File: src/rtl/seg7_scan_ctrl.sv
// Time-multiplexed scan controller for a common-anode 7-segment display.
// Rotates an active-low anode across DIGITS slots with a leading blank gap; content is double-buffered.
module seg7_scan_ctrl #(
  parameter int DIGITS    = 8,
  parameter int CLK_DIV   = 12500,
  parameter int BLANK_CYC = 64
) (
  input  logic                  clk_i,
  input  logic                  rst_i,
  input  logic [4*DIGITS-1:0]   data_i,
  input  logic [DIGITS-1:0]     mask_i,
  input  logic                  load_i,
  output logic                  pending_o,
  output logic                  frame_o,
  output logic [6:0]            hex_o,
  output logic [DIGITS-1:0]     an_o
);

  localparam int CNT_W = (CLK_DIV > 1) ? $clog2(CLK_DIV) : 1;
  localparam int IDX_W = (DIGITS > 1) ? $clog2(DIGITS) : 1;
  localparam logic [CNT_W-1:0] CNT_LAST  = CNT_W'(CLK_DIV - 1);
  localparam logic [CNT_W-1:0] CNT_BLANK = CNT_W'(BLANK_CYC);
  localparam logic [IDX_W-1:0] IDX_LAST  = IDX_W'(DIGITS - 1);

  logic [CNT_W-1:0]    slot_cnt_q, slot_cnt_d;
  logic [IDX_W-1:0]    idx_q, idx_d;
  logic [4*DIGITS-1:0] pend_data_q, pend_data_d;
  logic [DIGITS-1:0]   pend_mask_q, pend_mask_d;
  logic                pend_vld_q, pend_vld_d;
  logic [4*DIGITS-1:0] disp_data_q, disp_data_d;
  logic [DIGITS-1:0]   disp_mask_q, disp_mask_d;

  logic                slot_end;
  logic                commit;
  logic [3:0]          sel_nib;
  logic                sel_en;
  logic                show;

  function automatic logic [6:0] seg_decode(input logic [3:0] nib);
    case (nib)
      4'h0: seg_decode = 7'h40;
      4'h1: seg_decode = 7'h79;
      4'h2: seg_decode = 7'h24;
      4'h3: seg_decode = 7'h30;
      4'h4: seg_decode = 7'h19;
      4'h5: seg_decode = 7'h12;
      4'h6: seg_decode = 7'h02;
      4'h7: seg_decode = 7'h78;
      4'h8: seg_decode = 7'h00;
      4'h9: seg_decode = 7'h10;
      4'hA: seg_decode = 7'h08;
      4'hB: seg_decode = 7'h03;
      4'hC: seg_decode = 7'h46;
      4'hD: seg_decode = 7'h21;
      4'hE: seg_decode = 7'h06;
      default: seg_decode = 7'h0E;
    endcase
  endfunction

  assign slot_end = (slot_cnt_q == CNT_LAST);
  assign commit   = slot_end && (idx_q == IDX_LAST);

  always_comb begin
    slot_cnt_d  = slot_end ? '0 : slot_cnt_q + 1'b1;
    idx_d       = idx_q;
    pend_data_d = pend_data_q;
    pend_mask_d = pend_mask_q;
    pend_vld_d  = pend_vld_q;
    disp_data_d = disp_data_q;
    disp_mask_d = disp_mask_q;
    if (slot_end) begin
      idx_d = (idx_q == IDX_LAST) ? '0 : idx_q + 1'b1;
    end
    // Commit uses the pre-edge pending contents; a coincident load refills pend afterwards.
    if (commit && pend_vld_q) begin
      disp_data_d = pend_data_q;
      disp_mask_d = pend_mask_q;
      pend_vld_d  = 1'b0;
    end
    if (load_i) begin
      pend_data_d = data_i;
      pend_mask_d = mask_i;
      pend_vld_d  = 1'b1;
    end
  end

  always_ff @(posedge clk_i) begin
    if (rst_i) begin
      slot_cnt_q  <= '0;
      idx_q       <= '0;
      pend_data_q <= '0;
      pend_mask_q <= '0;
      pend_vld_q  <= 1'b0;
      disp_data_q <= '0;
      disp_mask_q <= '0;
    end else begin
      slot_cnt_q  <= slot_cnt_d;
      idx_q       <= idx_d;
      pend_data_q <= pend_data_d;
      pend_mask_q <= pend_mask_d;
      pend_vld_q  <= pend_vld_d;
      disp_data_q <= disp_data_d;
      disp_mask_q <= disp_mask_d;
    end
  end

  always_comb begin
    sel_nib = 4'h0;
    sel_en  = 1'b0;
    for (int k = 0; k < DIGITS; k++) begin
      if (idx_q == IDX_W'(k)) begin
        sel_nib = disp_data_q[4*k +: 4];
        sel_en  = disp_mask_q[k];
      end
    end
  end

  assign show      = (slot_cnt_q >= CNT_BLANK) && sel_en;
  assign hex_o     = show ? seg_decode(sel_nib) : 7'h7F;
  assign pending_o = pend_vld_q;
  assign frame_o   = commit;

  for (genvar gi = 0; gi < DIGITS; gi++) begin : g_an
    assign an_o[gi] = ~(show && (idx_q == IDX_W'(gi)));
  end

endmodule
File: config.mk
export PLATFORM = sky130hd
export DESIGN_NAME = seg7_scan_ctrl
export DESIGN_NICKNAME = d
export VERILOG_FILES = /design/src/rtl/seg7_scan_ctrl.sv
export SDC_FILE = /design/constraint.sdc
export NUM_CORES = 1
export LEC_CHECK = 0
export CORE_MARGIN = 4
export CORE_UTILIZATION = 30
export CTS_CLUSTER_DIAMETER = 60
export DETAILED_ROUTE_END_ITERATION = 16
export HOLD_SLACK_MARGIN = 0.06
export MAX_ROUTING_LAYER = met4
export PLACE_DENSITY = 0.5
export SLEW_MARGIN = 5
export SYNTH_ARGS = -nofsm -noshare
export SYNTH_HDL_FRONTEND = slang
export SYNTH_SLANG_ARGS = --single-unit
File: constraint.sdc
create_clock -name clk_i -period 5.61 [get_ports clk_i]
set_clock_uncertainty 0.1 [all_clocks]
set_input_delay 1.122 -clock clk_i [delete_from_list [all_inputs] [get_ports clk_i]]
set_output_delay 1.122 -clock clk_i [all_outputs]
set_load 0.01 [all_outputs]
==> run_results.csv, run 1 <==
group,metric,value,unit
route,totalWireLength,10720,um
placed_design,dp_slack,0.9523,ns
grt,grt_pass1_vias,3696,
floorplan,dieHeight,131.1,um
layout,drive_above_1_share,0.07292,
route,first_pass_iters,4,
logic_synthesis,synthDistinctLibCells,52,
critical_path,end_kind,"primary output",
route,drt_first_iter_violations,186,
layout,diodes,0,
timing,fmax,197.3,MHz
logic_synthesis,postSynthAreaPerCell,8.565,um^2
layout,layout_commonest_cell,"nand2_1",
clock_tree,post_cts.repair.setup_buffers,0,
layout,final_nets,628,
timing,maxSlewViolCount,0,
min_path,worstHoldPathType,"reg2reg",
logic_synthesis,synth_top_flop_cell,"dfxtp_1",
floorplan,num_io_pins,60,
pwr,powerDensity,269.6,nW/um^2
timing,tns,0,ns
logic_synthesis,ys_seq_area_frac,0.4314,
timing,worst_slack,0.5415,ns
critical_path,crit_chain,"ha_1 -> a21oi_1 -> a221oi_1 -> o22ai_1 -> a22oi_1 -> inv_1 -> ha_1 -> nor2_1 -> a211oi_1 -> o21ai_0 -> clkdlybuf4s50_1",
floorplan,rows,44,
timing,finalCritPeriodShare,0.9035,
layout,areaGrowthSynthToFinish,21.07,%
critical_path,required,4.39,ns
placed_design,gp_congestion,0.8721,
route,avgRoutedWirePerCell,14.10,um
clock_tree,clk_pin_slew,0.07,ns
placed_design,dpl_cell_area,5180,um^2
grt,grt_max_degree,67,
layout,design_area,5507,um^2
grt,grt.total_usage,0.1303,
logic_synthesis,synth_warnings,0,
pwr,ir_drop,0.0001447,V
floorplan,fp.coreArea,14700,um^2
clock_tree,hold_buffers,0,
timing,setup_violations,0,
logic_synthesis,netlist_area,4548,um^2
timing,finalHoldViolations,0,
critical_path,crit_fanout,25,
grt,antenna_found_initial,0,
route,vias,3605,
critical_path,cp_top_family,"compound AO/OA/AOI/OAI gates",
logic_synthesis,synthCells,531,
logic_synthesis,synth_fp_nets,588,
pwr,p_leak,2.031,nW
floorplan,die-area,17190,um^2
floorplan,die_x,131.1,um
timing,slew_headroom,0.3791,
placed_design,hpwl,7521,um
critical_path,crit_type,"reg2out",
route,viasPerCell,4.743,
clock_tree,cts_tree,"yes",
grt,grt_first_pass_wirelength,18000,um
logic_synthesis,yosys_register_bits,98,
clock_tree,ctsLongestPathBuffers,2,
floorplan,start_util,0.3094,
logic_synthesis,async_flop_share,0,
layout,mostFrequentLayoutCells,"101 x nand2_1, 98 x dfxtp_1, 63 x nor2_1, 57 x clkdlybuf4s50_1, 46 x mux2i_1",
clock_tree,insertion_delay,0.35,ns
flow_run,max-cap-violations,0,
placed_design,io_buffers,59,
clock_tree,htree_num_levels,3,
critical_path,cpMostUsedCell,"ha_1",
timing,final.min_clock_period,5.068,ns
grt,gr-total-overflow,0,
layout,multiInputGateArea,2283,um^2
clock_tree,clockRootBuffer,"clkbuf_16",
clock_tree,postCtsResizedCells,0,
critical_path,cpPeakStageDelay,0.64,ns
critical_path,cp_num_buf_inv,2,
layout,fill_cells,1517,
clock_tree,cts_sinks,98,
critical_path,arrival,3.85,ns
logic_synthesis,synth_edf_count,0,
timing,rsz0062_at_grt,"no",
outcome,status,"finished, final reports clean",
clock_tree,cts_made_buffers,9,
critical_path,worst_setup_path_start_kind,"flip-flop",
pwr,total_power,1.485,mW
critical_path,critical_path.slowest_cell,"ha_1",
layout,seq_area,1962,um^2
timing,worst-slew-pin-transition,0.9079,ns
route,drc,0,
route,ant_nets,0,
worst register-to-register path, cell delays in order, from the launching register on:
cell	delay, ns
dfxtp_1	0.39
ha_1	0.25
or3b_2	0.50
nor4_4	0.37
and3_1	0.75
buf_4	0.37
nand2_1	0.13
a21oi_1	0.12
cells in the mapped netlist (2+ instances only):
library cell,number,area share
a211o_1,2,0.0039
a211oi_1,3,0.0050
a21oi_1,45,0.050
a21oi_2,8,0.015
a221o_1,3,0.0066
a221oi_1,3,0.0058
a22oi_1,2,0.0033
a2bb2oi_1,2,0.0039
a31oi_1,2,0.0028
a32oi_1,2,0.0039
and2_1,2,0.0028
and3_1,4,0.0055
buf_1,6,0.0050
buf_2,5,0.0055
buf_6,5,0.012
buf_8,4,0.013
clkbuf_1,16,0.013
dfxtp_1,98,0.43
ha_1,14,0.039
inv_1,21,0.017
mux2i_1,46,0.10
nand2_1,101,0.083
nand2b_1,4,0.0055
nand3_1,12,0.013
nand3b_1,5,0.0083
nand4_1,2,0.0028
nor2_1,63,0.052
nor2b_1,2,0.0028
nor3b_1,3,0.0050
o21ai_0,9,0.0099
o221ai_1,4,0.0077
o22ai_1,3,0.0041
or2_2,2,0.0028
xnor2_1,4,0.0077
xor2_1,7,0.013
path summary, 6_finish.rpt:
path | from | end | slack [ns] | cells past startpoint
worst max-delay path | idx_q[0]$_SDFFE_PP0N_ | hex_o[3] | 0.54 | 11
worst min-delay path | pend_data_q[30]$_SDFFE_PP0P_ | disp_data_q[30]$_SDFFE_PP0P_ | 0.36 | 2
worst max register to register | slot_cnt_q[0]$_SDFF_PP0_ | disp_mask_q[7]$_SDFFE_PP0P_ | 2.55 | 7
worst min register to register | pend_data_q[30]$_SDFFE_PP0P_ | disp_data_q[30]$_SDFFE_PP0P_ | 0.36 | 2
state kept, by name, summed over array words and instances (netlist names):
signal and count:
slot_cnt_q 14, pend_data_q 32, pending_o 1, disp_data_q 32, idx_q 3, pend_mask_q 8
disp_mask_q 8
cells by family after synthesis:
logic type | share of synthesized area
and+or+nand+nor | 0.2030
DFF | 0.4314
AOI/OAI and AO/OA | 0.1381
buffers and inverters | 0.06657
muxes | 0.1012
adders and majority gates | 0.03851
xor gates and xnor gates | 0.02118
area by class of cell:
type | count | share of cell area
Clock buffer | 10 | 0.04340
Multi-Input combinational cell | 376 | 0.4147
Timing Repair Buffer | 65 | 0.1136
Tap cell | 184 | 0.04181
Clock inverter | 6 | 0.01591
Inverter | 21 | 0.01431
Sequential cell | 98 | 0.3563
through the flow:
stage / instances / hold WS, ns / utilization
after floorplan: 531 / 0.3312 / -
after global placement: 744 / 0.3476 / 0.3524
after detailed placement: 744 / 0.3426 / 0.3524
after CTS: 760 / 0.3521 / 0.3746
after global routing: 760 / 0.3729 / 0.3746
final: 760 / 0.3552 / 0.3746
layer usage:
layer	vias to the layer above	routed length, um	track usage
met5	-	0	-
met4	0	257	0.05309
met3	19	373	0.03249
met2	54	4716	0.1996
met1	1657	5367	0.1654
li1	1875	-	-
power breakdown:
group	switching, mW	leakage, nW	internal, mW
clock network	0.272	0.163	0.404
registers	0.0118	0.798	0.715
logic	0.0350	1.07	0.0466
total	0.319	2.03	1.17
Power figures use the tool's default switching activity.
==> inputs of run 2 (changes only) <==
--- a/config.mk
+++ b/config.mk
@@ -12,7 +12,6 @@
 export HOLD_SLACK_MARGIN = 0.06
 export MAX_ROUTING_LAYER = met4
 export PLACE_DENSITY = 0.5
-export SLEW_MARGIN = 5
 export SYNTH_ARGS = -nofsm -noshare
 export SYNTH_HDL_FRONTEND = slang
 export SYNTH_SLANG_ARGS = --single-unit
==> results of run 2 <==
Same layout as run 1: the final DEF is identical, and so are final timing and power.
==> inputs of run 3 (changes only) <==
==> constraint.sdc (replaced) <==
create_clock -name clk_i -period 5.4 [get_ports clk_i]
set_clock_uncertainty 0.1 [all_clocks]
set_input_delay 1.08 -clock clk_i [delete_from_list [all_inputs] [get_ports clk_i]]
set_output_delay 1.08 -clock clk_i [all_outputs]
set_load 0.01 [all_outputs]
==> run_results.csv, run 3 (same netlist as run 1, synthesis figures left out) <==
group,metric,value,unit
outcome,status,"finished, final reports clean",
timing,setup_violations,0,
layout,drive_above_1_share,0.07143,
placed_design,dpl.cell_count,742,
layout,fin_cells,758,
floorplan,die-area,17190,um^2
floorplan,rows,44,
timing,tns,0,ns
layout,fin_util,0.3710,
timing,finalCritPeriodShare,0.9439,
grt,grt_pass1_vias,3605,
grt,antenna_found_initial,0,
flow_run,max-cap-violations,0,
critical_path,crit_chain,"inv_1 -> ha_1 -> a21oi_1 -> a221oi_1 -> o22ai_1 -> a22oi_1 -> inv_1 -> ha_1 -> o21ai_0 -> a31o_2 -> nand3_1 -> clkdlybuf4s50_1",
timing,rsz0062_at_grt,"no",
clock_tree,cts_tree,"yes",
timing,worst-slew-pin-transition,0.8324,ns
timing,worst_slack,0.3031,ns
layout,mostFrequentLayoutCells,"101 x nand2_1, 98 x dfxtp_1, 63 x nor2_1, 57 x clkdlybuf4s50_1, 46 x mux2i_1",
placed_design,hpwl,7421,um
timing,maxSlewViolCount,0,
floorplan,start_util,0.3094,
critical_path,crit_type,"reg2out",
critical_path,arrival,3.92,ns
route,viasPerCell,4.759,
clock_tree,htree_num_levels,3,
grt,gr-total-overflow,0,
critical_path,cp_top_family,"compound AO/OA/AOI/OAI gates",
floorplan,dieHeight,131.1,um
route,vias,3607,
critical_path,cpPeakStageDelay,0.70,ns
route,avgRoutedWirePerCell,14.01,um
clock_tree,insertion_delay,0.34,ns
critical_path,crit_fanout,25,
placed_design,io_buffers,59,
timing,fmax,196.2,MHz
layout,fill_cells,1507,
pwr,ir_drop,0.0001281,V
placed_design,dp_slack,0.6977,ns
pwr,powerDensity,264.0,nW/um^2
floorplan,fp.coreArea,14700,um^2
layout,areaGrowthSynthToFinish,19.89,%
timing,slew_headroom,0.4450,
critical_path,end_kind,"primary output",
floorplan,die_x,131.1,um
floorplan,num_io_pins,60,
route,first_pass_iters,5,
min_path,worstHoldPathType,"reg2reg",
placed_design,gp_congestion,0.8467,
critical_path,cp_num_buf_inv,3,
clock_tree,clk_pin_slew,0.07,ns
critical_path,worst_setup_path_start_kind,"flip-flop",
pwr,p_leak,1.989,nW
layout,diodes,0,
grt,grt_max_degree,67,
timing,final.min_clock_period,5.097,ns
timing,finalHoldViolations,0,
route,totalWireLength,10620,um
clock_tree,clockRootBuffer,"clkbuf_16",
clock_tree,post_cts.repair.setup_buffers,0,
clock_tree,ctsLongestPathBuffers,2,
route,ant_nets,0,
grt,grt_first_pass_wirelength,17660,um
route,drc,0,
layout,reg_top3,"disp_data_q (32), pend_data_q (32), slot_cnt_q (14)",
layout,layout_commonest_cell,"nand2_1",
layout,final_nets,626,
timing,hold_slack,0.3534,ns
critical_path,required,4.22,ns
clock_tree,cts_sinks,98,
clock_tree,cts_made_buffers,9,
grt,grt.total_usage,0.1276,
critical_path,critical_path.slowest_cell,"ha_1",
route,drt_first_iter_violations,181,
[run 3: where the power goes]
part | internal [mW] | switching, mW
registers | 0.743 | 0.0124
logic | 0.0483 | 0.0358
clock network | 0.315 | 0.285
[run 3: worst register-to-register path: cells and delay by family (launching register included)]
family | cells | cell delay, ns
adder cells (fa/ha/maj) | 1 | 0.25
AO/OA/AOI/OAI | 1 | 0.12
buffers and inverters | 1 | 0.37
AND/OR/NAND/NOR | 4 | 1.73
flip-flops | 1 | 0.40
[run 3: worst paths after layout]
check | depth (start not counted) | endpoint | from | slack (ns)
setup / recovery | 12 | hex_o[1] | idx_q[0]$_SDFFE_PP0N_ | 0.30
hold / removal | 2 | disp_data_q[29]$_SDFFE_PP0P_ | pend_data_q[29]$_SDFFE_PP0P_ | 0.35
setup reg to reg | 7 | disp_data_q[4]$_SDFFE_PP0P_ | slot_cnt_q[0]$_SDFF_PP0_ | 2.36
hold reg to reg | 2 | disp_data_q[29]$_SDFFE_PP0P_ | pend_data_q[29]$_SDFFE_PP0P_ | 0.35
[run 3: layout make-up]
| cell class | count | area, um^2 | area share |
|---|---|---|---|
| flip-flops and latches | 98 | 1962 | 0.3598 |
| inverters | 21 | 78.83 | 0.01446 |
| well taps | 184 | 230.2 | 0.04222 |
| repair buffers | 63 | 610.6 | 0.1120 |
| multi-input cells | 376 | 2291 | 0.4201 |
| clock inverters | 7 | 55.05 | 0.01010 |
| clock buffers | 9 | 225.2 | 0.04130 |
[run 3: timing repair]
item                                    4_1_cts  5_1_grt
hold buffers                                  0        0
gates resized for setup                       0        1
endpoints found under the setup margin        0        1
[run 3: routing by layer]
metal	GRT usage	wire length [um]	part of all wire	vias up
met5	-	0	0	-
met4	0.03617	144	0.014	0
met3	0.03364	335	0.032	11
met2	0.2054	4994	0.47	65
met1	0.1591	5148	0.48	1663
li1	-	-	-	1868
[run 3: stage by stage]
stage / total power [mW] / area (um^2)
2_1_floorplan: 0.8146 / 4548
3_3_place_gp: 0.8555 / 5165
3_5_place_dp: 0.8576 / 5165
4_1_cts: 1.461 / 5445
5_1_grt: 1.502 / 5453
6_report: 1.440 / 5453
